===== src/rtl/axi_up_sched_pkg.sv =====
// Shared state type and default widths for the axi_up_sched copy-engine job scheduler.
package axi_up_sched_pkg;

  typedef enum logic [2:0] {
    S_IDLE,
    S_TRIG,
    S_WAIT_BUSY,
    S_WAIT_DONE,
    S_DONE
  } sched_state_e;

  localparam int ADDR_WIDTH     = 32;
  localparam int SIZE_WIDTH     = 15;
  localparam int TIMEOUT_CYCLES = 65535;

endpackage


===== src/rtl/axi_up_sched_rr_arb.sv =====
// Combinational round-robin arbiter: first requester at or after ptr, wrapping modulo NUM_REQ.
module axi_up_sched_rr_arb #(
  parameter int NUM_REQ = 4
) (
  input  logic [NUM_REQ-1:0]         req,
  input  logic [$clog2(NUM_REQ)-1:0] ptr,
  output logic [NUM_REQ-1:0]         gnt,
  output logic [$clog2(NUM_REQ)-1:0] gnt_idx,
  output logic                       gnt_valid
);
  import axi_up_sched_pkg::*;

  localparam int IDX_W = $clog2(NUM_REQ);

  // Scan from the farthest offset down so the closest match to ptr is the last one written.
  always_comb begin
    gnt       = '0;
    gnt_idx   = '0;
    gnt_valid = 1'b0;
    for (int k = NUM_REQ - 1; k >= 0; k--) begin
      if (req[(int'(ptr) + k) % NUM_REQ]) begin
        gnt_idx   = IDX_W'((int'(ptr) + k) % NUM_REQ);
        gnt       = NUM_REQ'(1) << ((int'(ptr) + k) % NUM_REQ);
        gnt_valid = 1'b1;
      end
    end
  end

endmodule


===== src/rtl/axi_up_sched.sv =====
// Round-robin job scheduler sharing the copy engine's command nets among NUM_REQ requesters.
// Optional watchdog on the engine wait states: define AXI_UP_SCHED_TIMEOUT_EN.
//
// state       | meaning
// ------------+-------------------------------------------------
// S_IDLE      | waiting for a valid job while the engine is free
// S_TRIG      | one-cycle engine start pulse
// S_WAIT_BUSY | waiting for the engine to report busy
// S_WAIT_DONE | waiting for the engine to drop busy
// S_DONE      | one-cycle done pulse to the granted requester
module axi_up_sched #(
  parameter int NUM_REQ        = 4,
  parameter int ADDR_WIDTH     = axi_up_sched_pkg::ADDR_WIDTH,
  parameter int SIZE_WIDTH     = axi_up_sched_pkg::SIZE_WIDTH,
  parameter int TIMEOUT_CYCLES = axi_up_sched_pkg::TIMEOUT_CYCLES
) (
  input  logic                          ACLK,
  input  logic                          ARESET,
  input  logic [NUM_REQ-1:0]            req_valid_i,
  output logic [NUM_REQ-1:0]            req_ready_o,
  input  logic [NUM_REQ*ADDR_WIDTH-1:0] req_src_addr_i,
  input  logic [NUM_REQ*ADDR_WIDTH-1:0] req_dst_addr_i,
  input  logic [NUM_REQ*SIZE_WIDTH-1:0] req_size_i,
  output logic [NUM_REQ-1:0]            done_o,
  output logic                          err_o,
  output logic [ADDR_WIDTH-1:0]         src_addr_o,
  output logic [ADDR_WIDTH-1:0]         dst_addr_o,
  output logic [SIZE_WIDTH-1:0]         size_o,
  output logic                          trigger_pulse_o,
  input  logic                          busy_i,
  output logic                          sched_busy_o,
  output logic [$clog2(NUM_REQ)-1:0]    grant_idx_o
);
  import axi_up_sched_pkg::*;

  localparam int IDX_W = $clog2(NUM_REQ);

  sched_state_e          r_state;
  sched_state_e          w_state_nxt;
  logic [IDX_W-1:0]      r_ptr;
  logic [IDX_W-1:0]      r_grant;
  logic [ADDR_WIDTH-1:0] r_src;
  logic [ADDR_WIDTH-1:0] r_dst;
  logic [SIZE_WIDTH-1:0] r_size;

  logic [NUM_REQ-1:0]    w_gnt;
  logic [IDX_W-1:0]      w_gnt_idx;
  logic                  w_gnt_valid;
  logic                  w_take;
  logic                  w_to_fire;
  logic [ADDR_WIDTH-1:0] w_src_sel;
  logic [ADDR_WIDTH-1:0] w_dst_sel;
  logic [SIZE_WIDTH-1:0] w_size_sel;

  axi_up_sched_rr_arb #(
    .NUM_REQ (NUM_REQ)
  ) u_arb (
    .req       (req_valid_i),
    .ptr       (r_ptr),
    .gnt       (w_gnt),
    .gnt_idx   (w_gnt_idx),
    .gnt_valid (w_gnt_valid)
  );

  // Engine busy in IDLE means someone is using its direct register path; hold off granting.
  assign w_take = (r_state == S_IDLE) && !busy_i && w_gnt_valid;

  always_comb begin
    w_src_sel  = '0;
    w_dst_sel  = '0;
    w_size_sel = '0;
    for (int i = 0; i < NUM_REQ; i++) begin
      if (w_gnt[i]) begin
        w_src_sel  = req_src_addr_i[i*ADDR_WIDTH +: ADDR_WIDTH];
        w_dst_sel  = req_dst_addr_i[i*ADDR_WIDTH +: ADDR_WIDTH];
        w_size_sel = req_size_i[i*SIZE_WIDTH +: SIZE_WIDTH];
      end
    end
  end

  always_ff @(posedge ACLK or posedge ARESET) begin
    if (ARESET) begin
      r_state <= S_IDLE;
      r_ptr   <= '0;
      r_grant <= '0;
      r_src   <= '0;
      r_dst   <= '0;
      r_size  <= '0;
    end else begin
      r_state <= w_state_nxt;
      if (w_take) begin
        r_grant <= w_gnt_idx;
        r_src   <= w_src_sel;
        r_dst   <= w_dst_sel;
        r_size  <= w_size_sel;
        r_ptr   <= (w_gnt_idx == IDX_W'(NUM_REQ - 1)) ? '0 : w_gnt_idx + 1'b1;
      end
    end
  end

  always_comb begin
    w_state_nxt     = r_state;
    req_ready_o     = '0;
    trigger_pulse_o = 1'b0;
    done_o          = '0;
    sched_busy_o    = (r_state != S_IDLE);
    case (r_state)
      S_IDLE: begin
        if (w_take) begin
          req_ready_o = w_gnt;
          w_state_nxt = (w_size_sel == '0) ? S_DONE : S_TRIG;
        end
      end
      S_TRIG: begin
        trigger_pulse_o = 1'b1;
        w_state_nxt     = S_WAIT_BUSY;
      end
      S_WAIT_BUSY: begin
        if (w_to_fire)   w_state_nxt = S_DONE;
        else if (busy_i) w_state_nxt = S_WAIT_DONE;
      end
      S_WAIT_DONE: begin
        if (!busy_i || w_to_fire) w_state_nxt = S_DONE;
      end
      S_DONE: begin
        done_o      = NUM_REQ'(1) << r_grant;
        w_state_nxt = S_IDLE;
      end
      default: w_state_nxt = S_IDLE;
    endcase
  end

`ifdef AXI_UP_SCHED_TIMEOUT_EN
  localparam int TO_W = $clog2(TIMEOUT_CYCLES + 1);

  logic [TO_W-1:0] r_to_cnt;
  logic            r_err;
  logic            w_waiting;

  assign w_waiting = (r_state == S_WAIT_BUSY) || (r_state == S_WAIT_DONE);
  // A job that finishes in the same cycle the watchdog expires counts as a clean completion.
  assign w_to_fire = (r_to_cnt == '0) &&
                     ((r_state == S_WAIT_BUSY) || ((r_state == S_WAIT_DONE) && busy_i));

  always_ff @(posedge ACLK or posedge ARESET) begin
    if (ARESET) begin
      r_to_cnt <= '0;
      r_err    <= 1'b0;
    end else begin
      if (r_state == S_TRIG)
        r_to_cnt <= TO_W'(TIMEOUT_CYCLES - 1);
      else if (w_waiting && (r_to_cnt != '0))
        r_to_cnt <= r_to_cnt - 1'b1;
      if (w_take)
        r_err <= 1'b0;
      else if (w_waiting)
        r_err <= w_to_fire;
    end
  end

  assign err_o = (r_state == S_DONE) && r_err;
`else
  logic w_unused_timeout;

  assign w_unused_timeout = (TIMEOUT_CYCLES > 0);
  assign w_to_fire        = 1'b0;
  assign err_o            = 1'b0;
`endif

  assign src_addr_o  = r_src;
  assign dst_addr_o  = r_dst;
  assign size_o      = r_size;
  assign grant_idx_o = r_grant;

endmodule

===== config.mk =====
export PLATFORM = sky130hd
export DESIGN_NAME = axi_up_sched
export DESIGN_NICKNAME = d
export VERILOG_FILES = /design/src/rtl/axi_up_sched_pkg.sv /design/src/rtl/axi_up_sched_rr_arb.sv /design/src/rtl/axi_up_sched.sv
export SDC_FILE = /design/constraint.sdc
export NUM_CORES = 1
export LEC_CHECK = 0
export CAP_MARGIN = 20
export CORE_AREA = 2 2 159 161
export DETAILED_ROUTE_END_ITERATION = 7
export DIE_AREA = 0 0 161 163
export PLACE_DENSITY = 0.7
export SKIP_LAST_GASP = 1
export SLEW_MARGIN = 0
export SYNTH_ARGS = -nofsm -noshare
export SYNTH_HDL_FRONTEND = slang
export SYNTH_SLANG_ARGS = --single-unit

===== constraint.sdc =====
create_clock -name ACLK -period 9.9 [get_ports ACLK]
set_clock_uncertainty 0.15 [all_clocks]
set_input_delay 1.98 -clock ACLK [delete_from_list [all_inputs] [get_ports ACLK]]
set_output_delay 1.98 -clock ACLK [all_outputs]
set_load 0.02 [all_outputs]

==> results of run 1 <==
-- report_power, final --
group	leakage [nW]	internal, W	switching, W
combinational	2.83	0.00103	0.00158
clock	0.149	0.000211	0.000152
sequential	1.09	0.000503	0.000102
-- stage by stage --
stage	hold slack (ns)	cell area, µm²	std cells	power (W)	util
final	0.331	10600	1465	0.00358	0.430
after global routing	0.351	10600	1465	0.00389	0.430
after floorplan	0.329	5960	777	0.00232	-
after detailed placement	0.314	10300	1449	0.00323	0.417
after global placement	0.311	10300	1449	0.00320	0.417
after CTS	0.335	10600	1465	0.00360	0.430
-- cell type report --
| class | count | share of cell area |
|---|---|---|
| timing repair buffer | 420 | 0.395 |
| multi-input combinational | 599 | 0.329 |
| sequential | 86 | 0.203 |
| tap | 330 | 0.0389 |
| clock buffer | 12 | 0.0242 |
| clock inverter | 4 | 0.00519 |
| inverter | 14 | 0.00519 |
-- critical path, stage by stage --
cell and delay, ns:
sky130_fd_sc_hd__clkdlybuf4s50_1 0.64, sky130_fd_sc_hd__mux4_2 0.66, sky130_fd_sc_hd__or3_1 0.37, sky130_fd_sc_hd__a211oi_1 0.43, sky130_fd_sc_hd__nor3_2 0.25, sky130_fd_sc_hd__nor2_1 0.18, sky130_fd_sc_hd__clkdlybuf4s50_1 0.66
-- Yosys cell counts, drive strengths merged, types with 2 or more instances --
| cell | number |
|---|---|
| a2111oi | 7 |
| nor4 | 3 |
| o41ai | 4 |
| nor3 | 78 |
| dfrtp | 86 |
| o31a | 3 |
| or4 | 3 |
| nor2 | 94 |
| o2bb2ai | 2 |
| a221oi | 70 |
| o21ai | 81 |
| and3 | 2 |
| nand2b | 6 |
| a211oi | 12 |
| inv | 14 |
| o32ai | 5 |
| mux2i | 3 |
| or3 | 4 |
| a22oi | 5 |
| nand2 | 96 |
| o22ai | 2 |
| ha | 7 |
| a32o | 3 |
| buf | 24 |
| nand4 | 4 |
| mux2 | 7 |
| o31ai | 4 |
| mux4 | 3 |
| clkbuf | 54 |
| a21oi | 78 |
-- per-layer routing --
metal / up-vias / GRT usage / wire [µm]
met5: - / 0 / 0
met4: 0 / 0.0593 / 650
met3: 40 / 0.0499 / 1960
met2: 307 / 0.312 / 12500
met1: 3389 / 0.238 / 10700
li1: 3590 / - / -
-- registers in the layout, summed over array words and instances (netlist names) --
register     flops
dst_addr_o      32
r_state          3
src_addr_o      32
grant_idx_o      2
size_o          15
r_ptr            2
-- worst max path at each step --
stage,endpoint,slack [ns],cells past startpoint
global route,req_ready_o[3],2.40,7
detailed placement,req_ready_o[3],2.62,7
CTS,req_ready_o[3],2.61,7
floorplan,req_ready_o[1],3.39,8
global placement,req_ready_o[3],2.67,7
finish,req_ready_o[3],2.60,7
-- cell families after synthesis --
logic type               Yosys count  synth area share
other                              1          0.000629
AO/OA/AOI/OAI                    282             0.315
buffers and inverters             92            0.0638
AND/OR/NAND/NOR                  295             0.214
XOR/XNOR                           1           0.00147
adder cells (fa/ha/maj)            7            0.0147
multiplexers                      13            0.0296
flip-flops                        86             0.361
==> impl_metrics.xml, run 1 <==
<?xml version="1.0" encoding="UTF-8"?>
<metrics>
  <group name="status">
    <metric name="run_status" unit="">finished, final reports clean</metric>
  </group>
  <group name="synth">
    <metric name="netlist_area_before_placement" unit="mm²">0.00596</metric>
    <metric name="sequential_element_share_of_the_synthesized_area" unit="">0.361</metric>
    <metric name="syn-mean-instance-area" unit="µm²">7.67</metric>
    <metric name="synth_enable_flop_cells" unit="">0</metric>
    <metric name="number_of_synthesized_register_bits" unit="">86</metric>
    <metric name="synth-main-ff-cell" unit="">sky130_fd_sc_hd__dfrtp_1</metric>
    <metric name="synth.largest_area_cell" unit="">sky130_fd_sc_hd__dfrtp_1</metric>
    <metric name="postSynthNetCount" unit="">1107</metric>
    <metric name="synth_top_cell_area_share" unit="">0.361</metric>
    <metric name="ys_top_cells_by_area" unit="">sky130_fd_sc_hd__dfrtp_1 36%, sky130_fd_sc_hd__a221oi_1 10%, sky130_fd_sc_hd__a21oi_1 6.5%, sky130_fd_sc_hd__nor3_1 6.5%, sky130_fd_sc_hd__nand2_1 6.0%</metric>
    <metric name="asyncSetResetFlopFracSynth" unit="">1.00</metric>
    <metric name="synth.yosys.warnings" unit="">0</metric>
    <metric name="synth.lib_cells_used.distinct" unit="">52</metric>
    <metric name="synth_cells" unit="">777</metric>
  </group>
  <group name="die">
    <metric name="chipHeight" unit="µm">163</metric>
    <metric name="die-width" unit="µm">161</metric>
    <metric name="design.portCount" unit="">415</metric>
    <metric name="initial_utilization" unit="">0.242</metric>
    <metric name="placementRows" unit="">58</metric>
    <metric name="total_die_area" unit="mm²">0.0262</metric>
    <metric name="fp.coreArea" unit="mm²">0.0247</metric>
  </group>
  <group name="timing">
    <metric name="finalSetupViolations" unit="">0</metric>
    <metric name="timing_worst_slew_pin_value" unit="ns">0.998</metric>
    <metric name="fmaxAchievable" unit="MHz">137</metric>
    <metric name="worst_slew_margin_rel" unit="">0.335</metric>
    <metric name="report.final.slew_viol_count" unit="">0</metric>
    <metric name="finalCritPeriodShare" unit="">0.738</metric>
    <metric name="post_layout_min_period" unit="ns">7.30</metric>
    <metric name="final_hold_viol_count" unit="">0</metric>
    <metric name="timing.final.ws_setup" unit="ns">2.60</metric>
    <metric name="fin_setup_tns" unit="ns">0</metric>
    <metric name="unrepaired_setup_endpoints_after_global_routing" unit="">no</metric>
  </group>
  <group name="clock_tree">
    <metric name="clkTransAtPathRegs" unit="ns">0.06</metric>
    <metric name="clock_path_buffers" unit="">2</metric>
    <metric name="cts_tree" unit="">yes</metric>
    <metric name="cts_buffers" unit="">9</metric>
    <metric name="postCtsSetupBuffers" unit="">0</metric>
    <metric name="post_cts_hold_buffer_count" unit="">0</metric>
    <metric name="h-tree-depth" unit="">3</metric>
    <metric name="post_cts_resize_count" unit="">0</metric>
    <metric name="cts_num_sinks" unit="">86</metric>
    <metric name="cts_root_cell" unit="">sky130_fd_sc_hd__clkbuf_16</metric>
    <metric name="clock_latency_reported_for_the_late_side_of_the_worst_skew_pair" unit="ns">0.34</metric>
  </group>
  <group name="finish">
    <metric name="insertedDiodeCount" unit="">0</metric>
    <metric name="design.final.nets" unit="">1460</metric>
    <metric name="flow.area_growth_from_synthesis" unit="%">77.8</metric>
    <metric name="final_common_cell" unit="">sky130_fd_sc_hd__clkdlybuf4s50_1</metric>
    <metric name="final-seq-area" unit="mm²">0.00215</metric>
    <metric name="layout_common_cells" unit="">413 x sky130_fd_sc_hd__clkdlybuf4s50_1, 96 x sky130_fd_sc_hd__nand2_1, 94 x sky130_fd_sc_hd__nor2_1, 86 x sky130_fd_sc_hd__dfrtp_1</metric>
    <metric name="multi_input_comb_area" unit="mm²">0.00349</metric>
    <metric name="fillerInstances" unit="">2497</metric>
    <metric name="drive_gt1_frac" unit="">0.0388</metric>
  </group>
  <group name="critical_path">
    <metric name="worst-r2r-cell-count" unit="">12</metric>
    <metric name="critical_path.startpoint_type" unit="">primary input</metric>
    <metric name="worstSetupStartpoint" unit="">req_valid_i[3]</metric>
    <metric name="rr_endpoint" unit="">r_state[0]$_DFFE_PP0P_</metric>
    <metric name="worstPathMaxFanout" unit="">15</metric>
    <metric name="setup.reg_to_reg.worst_slack" unit="ns">4.23</metric>
    <metric name="reg2reg_from" unit="">r_ptr[0]$_DFFE_PP0P_</metric>
    <metric name="critPathCaptureType" unit="">primary output</metric>
    <metric name="cp_data_arrival_time" unit="ns">5.17</metric>
    <metric name="setup.worst_path.class" unit="">in2out</metric>
    <metric name="critPathRequiredTime" unit="ns">7.77</metric>
  </group>
  <group name="global_route">
    <metric name="grt_max_degree" unit="">88</metric>
    <metric name="vias_in_the_first_global_route" unit="">7097</metric>
    <metric name="grt.overflow.total" unit="">0</metric>
    <metric name="globalRouteTotalUtil" unit="">0.188</metric>
    <metric name="grt_first_pass_wirelength" unit="µm">39000</metric>
    <metric name="antenna_found_initial" unit="">0</metric>
  </group>
  <group name="placement">
    <metric name="sum_of_net_half_perimeters_after_detailed_placement" unit="µm">19000</metric>
    <metric name="port_buffers" unit="">413</metric>
    <metric name="gp_congestion" unit="">0.841</metric>
    <metric name="post-place-ws" unit="ns">2.62</metric>
  </group>
  <group name="routing">
    <metric name="route.detailed.drc" unit="">0</metric>
    <metric name="drt_wl_total" unit="µm">25800</metric>
    <metric name="routedWlPerCell" unit="µm">17.6</metric>
    <metric name="drtPass1Iterations" unit="">5</metric>
    <metric name="antenna_left" unit="">0</metric>
    <metric name="drt_iter0_markers" unit="">452</metric>
    <metric name="vias_per_cell" unit="">5.00</metric>
    <metric name="routed-via-count" unit="">7326</metric>
  </group>
  <group name="min_path">
    <metric name="min_path_type" unit="">reg2reg</metric>
    <metric name="min_delay_path_depth" unit="">2</metric>
    <metric name="min_delay_worst_endpoint" unit="">src_addr_o[22]$_DFFE_PP0P_</metric>
    <metric name="min-delay-start" unit="">src_addr_o[22]$_DFFE_PP0P_</metric>
  </group>
  <group name="pwr">
    <metric name="p_per_area" unit="mW/mm²">337</metric>
    <metric name="worst_ir_drop_vdd" unit="mV">0.202</metric>
    <metric name="static-leakage-power" unit="nW">4.07</metric>
  </group>
  <group name="job">
    <metric name="maxCapViolCount" unit="">0</metric>
  </group>
</metrics>
Note: power is estimated with default switching activity, not from simulation.
==> run 2: changes to the inputs <==
- PLACE_DENSITY: 0.7 -> 0.73
- clock period: 9.9 -> 6.41 ns (I/O delays scaled with it)
==> run 2 against run 1 <==
Combinational power increased by 56%. Clock-buffer cell count unchanged. Final cell count rose by 0.55%. First-iteration DRC count up 18%. Non-clock buffer count increased by 8. Via count up 2.2%. Cell area is 0.57% higher. Global-route usage grew 0.66 points. Wire length grew 3.1%. Power rose by 55%.
==> impl_metrics.xml, run 2 (synthesized netlist as in run 1, its figures left out) <==
<?xml version="1.0" encoding="UTF-8"?>
<metrics>
  <group name="critical_path">
    <metric name="critical_path.startpoint_type" unit="">flip-flop</metric>
    <metric name="worstPathMaxFanout" unit="">23</metric>
    <metric name="cp_data_arrival_time" unit="ns">4.47</metric>
    <metric name="critPathRequiredTime" unit="ns">4.98</metric>
    <metric name="critPathCaptureType" unit="">primary output</metric>
    <metric name="setup.worst_path.class" unit="">reg2out</metric>
  </group>
  <group name="status">
    <metric name="run_status" unit="">finished, final reports clean</metric>
  </group>
  <group name="timing">
    <metric name="worst_slew_margin_rel" unit="">0.304</metric>
    <metric name="unrepaired_setup_endpoints_after_global_routing" unit="">no</metric>
    <metric name="finalCritPeriodShare" unit="">0.921</metric>
    <metric name="fin_setup_tns" unit="ns">0</metric>
    <metric name="holdWs" unit="ns">0.332</metric>
    <metric name="report.final.slew_viol_count" unit="">0</metric>
    <metric name="fmaxAchievable" unit="MHz">169</metric>
    <metric name="post_layout_min_period" unit="ns">5.90</metric>
    <metric name="timing_worst_slew_pin_value" unit="ns">1.04</metric>
    <metric name="final_hold_viol_count" unit="">0</metric>
    <metric name="finalSetupViolations" unit="">0</metric>
  </group>
  <group name="routing">
    <metric name="route.detailed.drc" unit="">0</metric>
    <metric name="drt_wl_total" unit="µm">26600</metric>
    <metric name="vias_per_cell" unit="">5.08</metric>
    <metric name="routed-via-count" unit="">7488</metric>
    <metric name="drtPass1Iterations" unit="">5</metric>
    <metric name="antenna_left" unit="">0</metric>
    <metric name="drt_iter0_markers" unit="">533</metric>
    <metric name="routedWlPerCell" unit="µm">18.1</metric>
  </group>
  <group name="global_route">
    <metric name="grt_max_degree" unit="">77</metric>
    <metric name="grt.overflow.total" unit="">0</metric>
    <metric name="grt_first_pass_wirelength" unit="µm">40200</metric>
    <metric name="antenna_found_initial" unit="">0</metric>
    <metric name="vias_in_the_first_global_route" unit="">7269</metric>
    <metric name="globalRouteTotalUtil" unit="">0.194</metric>
  </group>
  <group name="die">
    <metric name="die-width" unit="µm">161</metric>
    <metric name="fp.coreArea" unit="mm²">0.0247</metric>
    <metric name="initial_utilization" unit="">0.242</metric>
    <metric name="chipHeight" unit="µm">163</metric>
    <metric name="total_die_area" unit="mm²">0.0262</metric>
    <metric name="placementRows" unit="">58</metric>
    <metric name="design.portCount" unit="">415</metric>
  </group>
  <group name="pwr">
    <metric name="static-leakage-power" unit="nW">4.11</metric>
    <metric name="p_per_area" unit="mW/mm²">520</metric>
    <metric name="worst_ir_drop_vdd" unit="mV">0.300</metric>
  </group>
  <group name="finish">
    <metric name="flow.area_growth_from_synthesis" unit="%">78.8</metric>
    <metric name="drive_gt1_frac" unit="">0.0455</metric>
    <metric name="design.final.nets" unit="">1468</metric>
    <metric name="final_common_cell" unit="">sky130_fd_sc_hd__clkdlybuf4s50_1</metric>
    <metric name="finalCoreUtilization" unit="">0.432</metric>
    <metric name="insertedDiodeCount" unit="">0</metric>
    <metric name="layout_common_cells" unit="">413 x sky130_fd_sc_hd__clkdlybuf4s50_1, 96 x sky130_fd_sc_hd__nand2_1, 94 x sky130_fd_sc_hd__nor2_1, 86 x sky130_fd_sc_hd__dfrtp_1</metric>
    <metric name="finalInstanceArea" unit="mm²">0.0107</metric>
  </group>
  <group name="clock_tree">
    <metric name="cts_buffers" unit="">9</metric>
    <metric name="cts_tree" unit="">yes</metric>
    <metric name="cts_num_sinks" unit="">86</metric>
    <metric name="clock_path_buffers" unit="">2</metric>
    <metric name="post_cts_hold_buffer_count" unit="">0</metric>
    <metric name="post_cts_resize_count" unit="">0</metric>
    <metric name="postCtsSetupBuffers" unit="">0</metric>
    <metric name="clock_latency_reported_for_the_late_side_of_the_worst_skew_pair" unit="ns">0.33</metric>
    <metric name="cts_root_cell" unit="">sky130_fd_sc_hd__clkbuf_16</metric>
    <metric name="h-tree-depth" unit="">3</metric>
    <metric name="clkTransAtPathRegs" unit="ns">0.06</metric>
  </group>
  <group name="job">
    <metric name="maxCapViolCount" unit="">0</metric>
  </group>
  <group name="placement">
    <metric name="gp_congestion" unit="">0.895</metric>
    <metric name="sum_of_net_half_perimeters_after_detailed_placement" unit="µm">20300</metric>
    <metric name="postPlaceCellArea" unit="mm²">0.0104</metric>
    <metric name="port_buffers" unit="">413</metric>
  </group>
  <group name="min_path">
    <metric name="min_path_type" unit="">reg2reg</metric>
  </group>
</metrics>
run 2: cell types whose count changed in the layout (fill, tap and decap cells not counted), sizes merged:
cell / previous run / this run
buf: 7 / 15
run 2: final timing paths:
kind / start / end / slack, ns / depth (start not counted)
hold / removal: src_addr_o[18]$_DFFE_PP0P_ / src_addr_o[18]$_DFFE_PP0P_ / 0.33 / 2
setup reg to reg: r_ptr[0]$_DFFE_PP0P_ / r_state[2]$_DFFE_PP0P_ / 1.15 / 11
min in group asynchronous: ARESET / dst_addr_o[31]$_DFFE_PP0P_ / 1.21 / 2
max in group asynchronous: ARESET / src_addr_o[13]$_DFFE_PP0P_ / 3.81 / 3
hold reg to reg: src_addr_o[18]$_DFFE_PP0P_ / src_addr_o[18]$_DFFE_PP0P_ / 0.33 / 2
setup / recovery: r_ptr[0]$_DFFE_PP0P_ / req_ready_o[3] / 0.51 / 8
run 2: per-stage QoR:
step | cells | worst slack [ns] | total power [W]
final | 1473 | 0.506 | 0.00554
after global routing | 1473 | 0.122 | 0.00599
after CTS | 1473 | 0.498 | 0.00558
after detailed placement | 1457 | 0.573 | 0.00500
after global placement | 1457 | 0.614 | 0.00495
after floorplan | 777 | 1.29 | 0.00359
run 2: routing by layer:
metal,GRT usage,part of all wire,vias up
li1,-,-,3605
met2,0.324,0.49,359
met3,0.0502,0.072,64
met1,0.236,0.40,3460
met5,0,0,-
met4,0.0873,0.041,0
run 2: where the power goes:
| group | total, W | switching [W] | internal, W |
|---|---|---|---|
| registers | 0.000928 | 0.000151 | 0.000777 |
| logic | 0.00406 | 0.00244 | 0.00163 |
| clock network | 0.000551 | 0.000226 | 0.000325 |
run 2: cell type report:
cell class | count | area (µm²)
multi-input combinational | 599 | 3490
inverter | 14 | 55.1
fill | 2452 | 14000
tap | 330 | 413
sequential | 86 | 2150
clock buffer | 12 | 256
clock inverter | 4 | 55.1
timing repair buffer | 428 | 4250
run 2: critical path, stage by stage (launching register included):
cell and delay, ns:
sky130_fd_sc_hd__dfrtp_1 0.85, sky130_fd_sc_hd__inv_1 0.32, sky130_fd_sc_hd__ha_1 0.63, sky130_fd_sc_hd__mux4_2 0.46, sky130_fd_sc_hd__or3_1 0.38, sky130_fd_sc_hd__a211oi_1 0.43, sky130_fd_sc_hd__nor3_2 0.25, sky130_fd_sc_hd__nor2_1 0.16
sky130_fd_sc_hd__clkdlybuf4s50_1 0.65
